--- config.mk ---
export PLATFORM = sky130hd
export DESIGN_NAME = sd_data_phys
export DESIGN_NICKNAME = d
export VERILOG_FILES = /design/src/rtl/sd_data_phys.sv
export SDC_FILE = /design/constraint.sdc
export NUM_CORES = 1
export LEC_CHECK = 0
export ABC_AREA = 1
export BUFFER_PORTS_ARGS = -buffer_cell sky130_fd_sc_hd__buf_2
export CAP_MARGIN = 20
export CORE_ASPECT_RATIO = 0.5
export CORE_MARGIN = 4
export CORE_UTILIZATION = 45
export CTS_CLUSTER_DIAMETER = 50
export DETAILED_ROUTE_END_ITERATION = 6
export PLACE_DENSITY_LB_ADDON = 0.3
export SLEW_MARGIN = 20
export SYNTH_ARGS = -nofsm -noshare
export SYNTH_HDL_FRONTEND = slang
export SYNTH_SLANG_ARGS = --single-unit
--- constraint.sdc ---
create_clock -name SD_clock -period 2.2 [get_ports SD_clock]
set_clock_uncertainty 0.05 [all_clocks]
set_input_delay 0.22 -clock SD_clock [delete_from_list [all_inputs] [get_ports SD_clock]]
set_output_delay 0.22 -clock SD_clock [all_outputs]
set_load 0.01 [all_outputs]
--- src/rtl/sd_data_phys.sv ---
// sd_data_phys: DAT0 line serializer/deserializer for one SD data block (start bit, data, CRC16, end bit).
// Latency: TX start bit is on the line the cycle after Send; each RX word is pushed 1 cycle after its last bit; Complete 1 cycle after the end bit.
// Backpressure: TX pops only while FIFO_ok and aborts with Underrun otherwise; RX has none, so the RX FIFO must hold a whole block.
//
// Ports:
//   SD_clock, Reset        - clock (rising edge) and asynchronous active-low reset
//   WriteRead, Send, Idle  - transfer direction, block start request, synchronous abort
//   Timeout_enable/_reg    - read start-bit timeout control, in SD_clock cycles
//   Data_from_FIFO/FIFO_ok - show-ahead TX FIFO head; Fifo_read pops it
//   Data_to_FIFO/Fifo_write- received word and its one-cycle push strobe
//   Data_pin_in/out, Data_oe - DAT0 pad
//   Serial_ready, Complete, Timeout, Crc_error, Underrun - status back to data control
module sd_data_phys #(
    parameter int WORDS = 128,
    parameter int CNT_W = 16
) (
    input  logic             SD_clock,
    input  logic             Reset,
    input  logic             WriteRead,
    input  logic             Send,
    input  logic             Idle,
    input  logic             Timeout_enable,
    input  logic [CNT_W-1:0] Timeout_reg,
    input  logic [31:0]      Data_from_FIFO,
    input  logic             FIFO_ok,
    input  logic             Data_pin_in,
    output logic             Data_pin_out,
    output logic             Data_oe,
    output logic             Fifo_read,
    output logic [31:0]      Data_to_FIFO,
    output logic             Fifo_write,
    output logic             Serial_ready,
    output logic             Complete,
    output logic             Timeout,
    output logic             Crc_error,
    output logic             Underrun
);

    localparam logic [3:0] S_IDLE     = 4'd0;
    localparam logic [3:0] S_TX_START = 4'd1;
    localparam logic [3:0] S_TX_DATA  = 4'd2;
    localparam logic [3:0] S_TX_CRC   = 4'd3;
    localparam logic [3:0] S_TX_END   = 4'd4;
    localparam logic [3:0] S_RX_WAIT  = 4'd5;
    localparam logic [3:0] S_RX_DATA  = 4'd6;
    localparam logic [3:0] S_RX_CRC   = 4'd7;
    localparam logic [3:0] S_RX_END   = 4'd8;

    localparam logic [7:0] LAST_WORD = 8'(WORDS - 1);

    logic [3:0]       state;
    logic [4:0]       bit_cnt;
    logic [7:0]       word_cnt;
    logic [CNT_W-1:0] wait_cnt;
    logic [31:0]      shift;
    logic [15:0]      crc;

    logic word_end;
    logic last_word;
    logic tx_refill;
    logic tx_active;

    // One serial step of CRC16-CCITT (0x1021), MSB first.
    function automatic logic [15:0] crc_step(input logic [15:0] c, input logic b);
        logic fb;
        fb = c[15] ^ b;
        crc_step = {c[14:0], 1'b0} ^ (fb ? 16'h1021 : 16'h0000);
    endfunction

    assign word_end  = (bit_cnt == 5'd31);
    assign last_word = (word_cnt == LAST_WORD);
    // Cycles in which the next TX word must come from the FIFO: the start
    // bit cycle loads word 0, the last bit of every non-final word loads the next.
    assign tx_refill = (state == S_TX_START) ||
                       ((state == S_TX_DATA) && word_end && !last_word);
    assign tx_active = (state == S_TX_START) || (state == S_TX_DATA) ||
                       (state == S_TX_CRC)   || (state == S_TX_END);

    // Pops, underrun and timeout act in the cycle the condition is seen so
    // the FIFO pop coincides with the shift-register load.
    assign Fifo_read    = !Idle && tx_refill && FIFO_ok;
    assign Underrun     = !Idle && tx_refill && !FIFO_ok;
    assign Timeout      = !Idle && (state == S_RX_WAIT) && Data_pin_in &&
                          Timeout_enable && (wait_cnt == Timeout_reg);
    assign Serial_ready = (state == S_IDLE);
    // Abort releases the pad immediately rather than a cycle later.
    assign Data_oe      = tx_active && !Idle;

    always_comb begin
        Data_pin_out = 1'b1;
        if (!Idle) begin
            case (state)
                S_TX_START: Data_pin_out = 1'b0;
                S_TX_DATA:  Data_pin_out = shift[31];
                S_TX_CRC:   Data_pin_out = crc[15];
                default:    Data_pin_out = 1'b1;
            endcase
        end
    end

    always_ff @(posedge SD_clock or negedge Reset) begin
        if (!Reset) begin
            state        <= S_IDLE;
            bit_cnt      <= 5'd0;
            word_cnt     <= 8'd0;
            wait_cnt     <= '0;
            shift        <= 32'd0;
            crc          <= 16'd0;
            Data_to_FIFO <= 32'd0;
            Fifo_write   <= 1'b0;
            Complete     <= 1'b0;
            Crc_error    <= 1'b0;
        end else begin
            Fifo_write <= 1'b0;
            Complete   <= 1'b0;
            Crc_error  <= 1'b0;
            if (Idle) begin
                state <= S_IDLE;
            end else begin
                case (state)
                    S_IDLE: begin
                        if (Send) begin
                            bit_cnt  <= 5'd0;
                            word_cnt <= 8'd0;
                            wait_cnt <= '0;
                            crc      <= 16'd0;
                            state    <= WriteRead ? S_TX_START : S_RX_WAIT;
                        end
                    end
                    S_TX_START: begin
                        if (FIFO_ok) begin
                            shift <= Data_from_FIFO;
                            state <= S_TX_DATA;
                        end else begin
                            state <= S_IDLE;
                        end
                    end
                    S_TX_DATA: begin
                        crc     <= crc_step(crc, shift[31]);
                        shift   <= {shift[30:0], 1'b0};
                        bit_cnt <= bit_cnt + 5'd1;  // wraps 31 -> 0 at the word boundary
                        if (word_end) begin
                            if (last_word) begin
                                state <= S_TX_CRC;
                            end else if (FIFO_ok) begin
                                shift    <= Data_from_FIFO;
                                word_cnt <= word_cnt + 8'd1;
                            end else begin
                                state <= S_IDLE;
                            end
                        end
                    end
                    S_TX_CRC: begin
                        crc     <= {crc[14:0], 1'b0};
                        bit_cnt <= bit_cnt + 5'd1;
                        if (bit_cnt == 5'd15) begin
                            bit_cnt <= 5'd0;
                            state   <= S_TX_END;
                        end
                    end
                    S_TX_END: begin
                        Complete <= 1'b1;
                        state    <= S_IDLE;
                    end
                    S_RX_WAIT: begin
                        // The start bit takes precedence over a coincident timeout.
                        if (!Data_pin_in) begin
                            state <= S_RX_DATA;
                        end else if (Timeout_enable && (wait_cnt == Timeout_reg)) begin
                            state <= S_IDLE;
                        end else begin
                            wait_cnt <= wait_cnt + CNT_W'(1);
                        end
                    end
                    S_RX_DATA: begin
                        shift   <= {shift[30:0], Data_pin_in};
                        crc     <= crc_step(crc, Data_pin_in);
                        bit_cnt <= bit_cnt + 5'd1;
                        if (word_end) begin
                            Data_to_FIFO <= {shift[30:0], Data_pin_in};
                            Fifo_write   <= 1'b1;
                            word_cnt     <= word_cnt + 8'd1;
                            if (last_word) begin
                                state <= S_RX_CRC;
                            end
                        end
                    end
                    S_RX_CRC: begin
                        // Received CRC collects in the low half of the shift register;
                        // the computed CRC is frozen while it arrives.
                        shift   <= {shift[30:0], Data_pin_in};
                        bit_cnt <= bit_cnt + 5'd1;
                        if (bit_cnt == 5'd15) begin
                            bit_cnt <= 5'd0;
                            state   <= S_RX_END;
                        end
                    end
                    S_RX_END: begin
                        Complete  <= 1'b1;
                        Crc_error <= (shift[15:0] != crc) || !Data_pin_in;
                        state     <= S_IDLE;
                    end
                    default: state <= S_IDLE;
                endcase
            end
        end
    end

endmodule

==> results of run 1 <==
layout by cell type, fill, tap and decap left out, drive strengths merged, types with 2 or more instances in the layout:
cell / count
dfrtp: 116
o221ai: 2
nor3: 11
and3: 2
xor2: 12
a21oi: 42
ha: 6
a22oi: 4
nor3b: 2
inv: 107
clkinv: 8
buf: 135
xnor2: 9
o211ai: 29
nand3: 42
nor2: 121
o21bai: 2
o22ai: 18
nand2: 263
clkinvlp: 2
nand4: 19
clkbuf: 22
o21ai: 85
sequential cells by signal (all words and copies together) (netlist names):
register / flops
Complete: 1
Crc_error: 1
Data_to_FIFO: 32
Fifo_write: 1
bit_cnt: 5
crc: 16
shift: 32
state: 4
wait_cnt: 16
word_cnt: 8
path summary, 6_finish.rpt:
| path | slack [ps] | to | start | cells past startpoint |
|---|---|---|---|---|
| worst max-delay path | -30 | Underrun | bit_cnt[1]$_DFFE_PN0P_ | 10 |
| worst min-delay path | 50 | shift[0]$_DFFE_PN0P_ | Data_from_FIFO[0] | 3 |
| worst max register to register | 110 | state[2]$_DFFE_PN0P_ | bit_cnt[1]$_DFFE_PN0P_ | 14 |
| worst min register to register | 430 | Data_to_FIFO[31]$_DFFE_PN0P_ | Data_to_FIFO[31]$_DFFE_PN0P_ | 2 |
| max in group asynchronous | 1200 | wait_cnt[7]$_DFFE_PN0P_ | Reset | 3 |
| min in group asynchronous | 300 | shift[3]$_DFFE_PN0P_ | Reset | 2 |
power by group:
| group | internal, W | switching (W) |
|---|---|---|
| sequential | 0.00251 | 0.000276 |
| combinational | 0.000856 | 0.00160 |
| clock | 0.00166 | 0.000975 |
metrics by stage:
stage          utilization [%]  TNS (ps)  hold WS (ps)
5_1_grt                  57.32    -172.1         57.01
3_3_place_gp             51.66         0         196.3
6_report                 57.34    -35.83         52.87
4_1_cts                  56.34         0         39.00
2_1_floorplan                -         0        -125.6
3_5_place_dp             51.66         0         195.4
area by class of cell:
class	instances	area (µm²)
Sequential cell	116	2910
Clock buffer	22	484.2
Inverter	109	415.4
Antenna cell	1	2.502
Clock inverter	9	78.83
Fill cell	1362	6255
Multi-Input combinational cell	675	3412
Tap cell	198	247.7
Timing Repair Buffer	136	855.8
synth_stat cells (2+ instances only):
cell	number	share of area, %
xor2_1	12	1.5
inv_1	99	5.4
buf_4	8	0.88
nor3b_1	2	0.22
xnor2_1	9	1.2
buf_2	22	1.6
dfrtp_1	116	43
nor2_2	6	0.55
a21oi_1	41	3.0
inv_4	2	0.18
nand3_1	41	3.0
o21bai_1	2	0.22
nor2_4	4	0.66
clkbuf_1	7	0.39
o22ai_1	18	1.7
inv_2	6	0.33
nand2_1	254	14
and3_1	2	0.18
nor2_1	111	6.1
ha_1	6	1.1
nand2_4	2	0.33
o221ai_1	2	0.26
nand4_1	19	1.7
o211ai_1	29	3.2
o21ai_1	33	2.4
a22oi_1	3	0.33
o21ai_0	52	3.8
nor3_1	9	0.66
nand2_2	7	0.64
what timing repair did:
item                       CTS  global route
resized for setup           18            20
pin swaps                    4            10
hold endpoints to repair    37             0
setup buffers                7            13
setup endpoints to repair    4            20
hold buffers                 1             0
metal layers:
layer,part of all wire [%],wire (µm),vias to the layer above,global-route usage [%]
li1,-,-,3311,-
met1,46,8799,3160,30.68
met2,46,8708,248,36.30
met3,6.9,1325,28,4.078
met4,1.4,274,0,6.866
met5,0,0,-,0
cells by family (layout without fill, tap and decap cells):
family,count (synthesis),count (layout),synth area share [%]
other,0,1,0
and+or+nand+nor,463,463,28.90
buffers and inverters,148,276,9.206
DFF,116,116,42.55
xor gates and xnor gates,21,21,2.696
adders and majority gates,6,6,1.100
AOI/OAI and AO/OA,185,185,15.55
critical path: cells and delay by family, from the launching register on:
kind	cells	cell delay, ps
AND/OR/NAND/NOR	5	510
adder cells (fa/ha/maj)	2	340
flip-flops	1	350
buffers and inverters	2	260
AO/OA/AOI/OAI	1	80
==> results.cfg, run 1 <==
[outcome]
status = finished with violations
violations = negative setup slack

[timing]
finalMaxSlewViolations = 0
max_freq_mhz = 448.9
final.setup.worst_slack_ps = -27.61
worstMarginPinSlew_ps = 547.3
fin_crit_ps = 2228
hold_viol_final = 0
rsz0062_at_grt = true
setup_viol = 2
finalCritPeriodShare_pct = 101.3
max_slew_margin_pct = 63.51

[worst_setup_path]
critPathRequiredTime_ps = 1930
start_kind = register
worstPathArrival_ps = 1960
worstSetupPathType = reg2out
crit_chain = ha_2, nand2_2, nor2_4, buf_6, ha_4, nand3_2, o31ai_1, nand2_1, nor2_2, buf_2
critPathCaptureType = output port
slowest_delay_ps = 350
slowest_stage = dfrtp_1
cp_max_fo = 4

[placed_design]
hpwlAfterDp_mm = 13.42
dpl.cell_count = 1216
io_buffers = 96
place_ws_ps = 185.3
place_area_mm2 = 0.007574
place.gp.congestion = 0.9201

[final_layout]
fin_area_mm2 = 0.008407
drive_gt1_share_pct = 21.37
syn_to_final_growth_pct = 23.22
fin_cells = 1266
nNetsFinal = 1117

[clock_tree]
tritoncts = done
cts_root_buffer = clkbuf_16
clk_path_buf_depth = 2
htreeDepth = 4
clock_latency_ps = 410
cts.sinks = 116
cts_buffers = 17
clk_pin_slew_ps = 50

[floorplanning]
die_x_um = 182.1
ios = 97
core_mm2 = 0.01466
start_util_pct = 46.54
rows = 31
dieArea_mm2 = 0.01732
die_y_um = 95.07

[synthesis]
ys_ff_latch = 116
avgSynthCellArea_um2 = 7.266
syn_area_mm2 = 0.006823
synthFlopType = dfrtp_1
synth-edff-count = 0
seq_area_frac_synth_pct = 42.55
synth_warnings = 0
ys_async_sr_fraction_pct = 100.0
synth_nets = 1001
syn_inst = 939
synth.distinct_cells = 44

[routing]
vias_per_cell = 5.329
drtIter0Drc = 758
drtPass1Iterations = 5
vias = 6747
ant_nets = 0
wl_per_cell_um = 15.09
drc_errors = 0
wl_mm = 19.11

[job]
drv_cap = 0

[global_route]
grt_max_degree = 64
grt-ovfl-total = 0
grt_antenna_before_repair = 0
grt_usage_pct = 22.27
grt_pass1_vias = 6391
grt_pass1_wl_mm = 31.14

[power]
power.density_mw_per_mm2 = 936.6
power_w = 0.007874
leakagePower_nw = 4.188
max-vdd-ir-drop_mv = 0.5482

[min_path]
hold_path_class = in2reg
Power figures use the tool's default switching activity.
==> run 2: changes to the inputs <==
Settings changed: CTS_CLUSTER_DIAMETER 50 to 200, TNS_END_PERCENT from default to 1.
==> run 2 against run 1 <==
  * The run still ends with negative setup slack left
  * Die area is the same
  * Non-clock buffer count shrank 7
  * Sequential cell count is the same
  * Combinational power shrank 2%
  * Final area shrank 0.49%
  * Sequential power is essentially flat
  * Power shrank 0.61%
  * Critical path type unchanged
  * Largest power group unchanged
  * Highest routed layer unchanged
==> results.cfg, run 2 (same netlist as run 1, synthesis figures left out) <==
[clock_tree]
htreeDepth = 4
clk_pin_slew_ps = 50
cts_root_buffer = clkbuf_16
cts_buffers = 17
cts.sinks = 116
clk_path_buf_depth = 2
clock_latency_ps = 410
tritoncts = done

[global_route]
grt_usage_pct = 22.27
grt_max_degree = 64
grt_antenna_before_repair = 0
grt_pass1_wl_mm = 31.13
grt_pass1_vias = 6387
grt-ovfl-total = 0

[placed_design]
place.gp.congestion = 0.9201
place_area_mm2 = 0.007574
dpl.cell_count = 1216
hpwlAfterDp_mm = 13.42
io_buffers = 96

[final_layout]
final_util_pct = 57.06
drive_gt1_share_pct = 20.57
fin_cells = 1259
final_cell_mix = 250 x nand2_1, 111 x dfrtp_1, 106 x nor2_1, 99 x inv_1, 95 x buf_2
n_fill_cell = 1369
reg.largest.list = Data_to_FIFO x32, shift x32
fin_area_mm2 = 0.008366
nNetsFinal = 1110
syn_to_final_growth_pct = 22.61
final_common_cell = nand2_1

[routing]
vias_per_cell = 5.284
ant_nets = 0
wl_per_cell_um = 15.12
wl_mm = 19.04
drtIter0Drc = 772
vias = 6653
drtPass1Iterations = 5
drc_errors = 0

[timing]
max_freq_mhz = 446.7
worstMarginPinSlew_ps = 552.6
rsz0062_at_grt = true
finalCritPeriodShare_pct = 101.8
finalMaxSlewViolations = 0
hold_ws_ps = 55.13
hold_viol_final = 0
tns_ps = -47.50
max_slew_margin_pct = 63.16
setup_viol = 2
final.setup.worst_slack_ps = -38.63
fin_crit_ps = 2239

[floorplanning]
dieArea_mm2 = 0.01732
die_y_um = 95.07
core_mm2 = 0.01466
ios = 97
die_x_um = 182.1
rows = 31
start_util_pct = 46.54

[worst_setup_path]
reg2reg_slack_ps = 50
r2r_end = state[2]$_DFFE_PN0P_
reg2reg_depth = 15
critPathRequiredTime_ps = 1930
rr_startpoint = bit_cnt[1]$_DFFE_PN0P_
critPathCaptureType = output port
worstPathArrival_ps = 1970
cp_max_fo = 4
start_kind = register
worstSetupPathType = reg2out

[min_path]
holdCritStartpoint = Data_from_FIFO[0]
worstHoldPathCells = 3
hold_path_class = in2reg
min_to = shift[0]$_DFFE_PN0P_

[power]
power.density_mw_per_mm2 = 935.6
leakagePower_nw = 4.157
max-vdd-ir-drop_mv = 0.5468

[job]
drv_cap = 0

[outcome]
status = finished with violations
violations = negative setup slack
==> run 2: layout make-up <==
class | instances | area (µm²) | area share, %
clock buffer | 22 | 484.2 | 5.788
timing repair buffer | 129 | 807.0 | 9.647
clock inverter | 9 | 78.83 | 0.9423
sequential | 116 | 2909 | 34.77
multi-input combinational | 675 | 3421 | 40.89
antenna | 1 | 2.502 | 0.02991
inverter | 109 | 415.4 | 4.966
tap | 198 | 247.7 | 2.961
==> run 2: per-stage QoR <==
stage | setup slack [ps] | total power [W]
floorplan | 380.8 | 0.004418
global placement | 197.6 | 0.005038
detailed placement | 185.3 | 0.005114
CTS | 9.410 | 0.007810
global route | -82.70 | 0.008316
finish | -38.63 | 0.007826
==> run 2: power breakdown <==
| group | total [W] | leakage (nW) | internal, W | switching [W] |
|---|---|---|---|---|
| Sequential | 0.00278 | 1.45 | 0.00251 | 0.000275 |
| Combinational | 0.00242 | 2.43 | 0.000823 | 0.00159 |
| Clock | 0.00263 | 0.278 | 0.00166 | 0.000971 |
==> run 2: how the worst max path moves through the flow <==
stage,startpoint,endpoint,cells past startpoint
global placement,bit_cnt[0]$_DFFE_PN0P_,Underrun,10
detailed placement,bit_cnt[1]$_DFFE_PN0P_,state[0]$_DFFE_PN0P_,12
finish,bit_cnt[1]$_DFFE_PN0P_,Underrun,10
CTS,bit_cnt[1]$_DFFE_PN0P_,state[2]$_DFFE_PN0P_,16
global route,wait_cnt[13]$_DFFE_PN0P_,Timeout,9
floorplan,bit_cnt[0]$_DFFE_PN0P_,Data_to_FIFO[0]$_DFFE_PN0P_,10
==> run 2: metal layers <==
metal | share of wire, % | global-route usage [%] | routed length (µm)
met5 | 0 | 0 | 0
met3 | 6.1 | 4.078 | 1168
met4 | 1.3 | 6.866 | 240
met2 | 46 | 36.27 | 8726
met1 | 47 | 30.70 | 8903
==> run 2: critical path: stages (launching register included) <==
cell	delay, ps
dfrtp_1	350
ha_2	190
nand2_2	70
nor2_4	110
buf_6	110
ha_4	150
nand3_2	90
o31ai_1	80
nand2_1	110
nor2_2	130
buf_2	150
==> run 2: repair_timing <==
item / 4_1_cts / 5_1_grt
resized for setup: 18 / 19
hold buffers: 1 / 0
endpoints found under the hold margin: 37 / 0
pin swaps: 4 / 9
buffers inserted: 6 / 6
endpoints found under the setup margin: 4 / 20
==> run 3: changes to the inputs <==
==> constraint.sdc (replaced) <==
create_clock -name SD_clock -period 2.2 [get_ports SD_clock]
set_clock_uncertainty 0.05 [all_clocks]
set_input_delay 0.33 -clock SD_clock [delete_from_list [all_inputs] [get_ports SD_clock]]
set_output_delay 0.33 -clock SD_clock [all_outputs]
set_load 0.01 [all_outputs]
==> run 3 against run 2 <==
  * The run still ends with negative setup slack left
  * Largest power group unchanged
  * Critical endpoint is now Fifo_read
  * Fmax rose by 0.91%
  * Power increased by 0.71%
  * Sequential share of layout area down 0.68 points
==> results.cfg, run 3 (same netlist as run 1, synthesis figures left out) <==
[placed_design]
dpl.cell_count = 1218
place_area_mm2 = 0.007589
place.gp.congestion = 0.9528
hpwlAfterDp_mm = 13.51
io_buffers = 96

[timing]
hold_viol_final = 0
setup_viol = 3
worstMarginPinSlew_ps = 510.8
fin_crit_ps = 2218
rsz0062_at_grt = true
max_freq_mhz = 450.8
finalCritPeriodShare_pct = 100.8
max_slew_margin_pct = 65.95
final.setup.worst_slack_ps = -18.41
finalMaxSlewViolations = 0

[routing]
vias = 6747
ant_nets = 0
wl_per_cell_um = 14.91
vias_per_cell = 5.263
wl_mm = 19.12
drtPass1Iterations = 5
drc_errors = 0
drtIter0Drc = 554

[worst_setup_path]
critPathCaptureType = output port
start_kind = register
rr_startpoint = state[2]$_DFFE_PN0P_
worstSetupPathType = reg2out
reg2reg_depth = 8
cp_max_fo = 4
worstPathArrival_ps = 1840
critPathRequiredTime_ps = 1820
reg2reg_slack_ps = 160
crit_start = word_cnt[0]$_DFFE_PN0P_

[clock_tree]
clock_latency_ps = 410
cts_root_buffer = clkbuf_16
clk_pin_slew_ps = 60
htreeDepth = 4
cts.sinks = 116
clk_path_buf_depth = 2
tritoncts = done
cts_buffers = 17

[min_path]
hold_path_class = in2reg
worstHoldPathCells = 3
holdCritStartpoint = Data_from_FIFO[0]

[floorplanning]
die_x_um = 182.1
core_mm2 = 0.01466
dieArea_mm2 = 0.01732
die_y_um = 95.07
rows = 31
ios = 97
start_util_pct = 46.54

[global_route]
grt_max_degree = 51
grt_pass1_wl_mm = 31.99
grt_pass1_vias = 6589
grt-ovfl-total = 0
grt_antenna_before_repair = 0
grt_usage_pct = 22.72

[final_layout]
final_cell_mix = 246 x nand2_1, 111 x dfrtp_1, 105 x nor2_1, 95 x buf_2, 91 x inv_1
final_util_pct = 58.20
drive_gt1_share_pct = 23.36
fin_cells = 1282
fin_area_mm2 = 0.008533
nNetsFinal = 1132
final_common_cell = nand2_1
syn_to_final_growth_pct = 25.07
reg.largest.list = Data_to_FIFO x32, shift x32

[outcome]
violations = negative setup slack
status = finished with violations

[power]
max-vdd-ir-drop_mv = 0.5738
leakagePower_nw = 4.276
power.density_mw_per_mm2 = 923.7

[job]
drv_cap = 0
==> run 3: changes by cell type in the layout (fill, tap and decap cells not counted), moves of 4 or more <==
cell     before  now
inv_2         6   13
nand2_1     250  246
nand2_2       9   14
inv_6         0    4
buf_4        25   50
inv_1        99   91
==> run 3: path summary, 6_finish.rpt <==
path                                           endpoint
min in group asynchronous          shift[3]$_DFFE_PN0P_
setup / recovery                              Fifo_read
setup reg to reg                wait_cnt[8]$_DFFE_PN0P_
max in group asynchronous          state[1]$_DFFE_PN0P_
hold reg to reg            Data_to_FIFO[31]$_DFFE_PN0P_
hold / removal                     shift[0]$_DFFE_PN0P_
==> run 3: worst max-delay path, cell delays in order, from the launching register on <==
cell and delay, ps:
dfrtp_1 390, ha_2 210, and3_4 200, nand2_4 80, nand3_2 90, o31ai_1 70, nand2_1 120, nor2_1 110
buf_2 160
==> run 3: layout make-up <==
class | instances | area, µm²
inverters | 109 | 417.9
fillers | 1375 | 6128
flip-flops and latches | 116 | 2909
multi-input cells | 675 | 3430
diodes | 1 | 2.502
clock buffers | 18 | 439.2
clock inverters | 14 | 126.4
well taps | 198 | 247.7
repair buffers | 151 | 960.9
==> run 3: stage by stage <==
| stage | setup TNS, ps | hold slack, ps | total power, W | setup slack (ps) |
|---|---|---|---|---|
| 6_report | -42.15 | 151.6 | 0.007882 | -18.41 |
| 3_5_place_dp | 0 | 288.0 | 0.005111 | 88.47 |
| 3_3_place_gp | 0 | 287.7 | 0.005036 | 103.2 |
| 2_1_floorplan | 0 | -15.59 | 0.004418 | 380.8 |
| 4_1_cts | -108.6 | 150.4 | 0.007849 | -52.70 |
| 5_1_grt | -265.6 | 186.1 | 0.008384 | -97.51 |
==> run 3: repair_timing <==
action	CTS	global route
pin swaps	17	11
resized for setup	36	11
setup endpoints to repair	5	28
hold buffers	1	0
endpoints found under the hold margin	33	0
buffers inserted	22	9
==> run 3: routing by layer <==
| metal | track usage (%) | part of all wire (%) |
|---|---|---|
| met2 | 36.42 | 46 |
| met1 | 31.58 | 47 |
| met4 | 6.866 | 1.4 |
| met3 | 4.535 | 5.9 |
| met5 | 0 | 0 |
==> run 3: power breakdown <==
part	switching, W	internal (W)	total [W]
Clock	0.00107	0.00159	0.00266
Combinational	0.00160	0.000838	0.00244
Sequential	0.000277	0.00251	0.00278
Total	0.00295	0.00494	0.00788
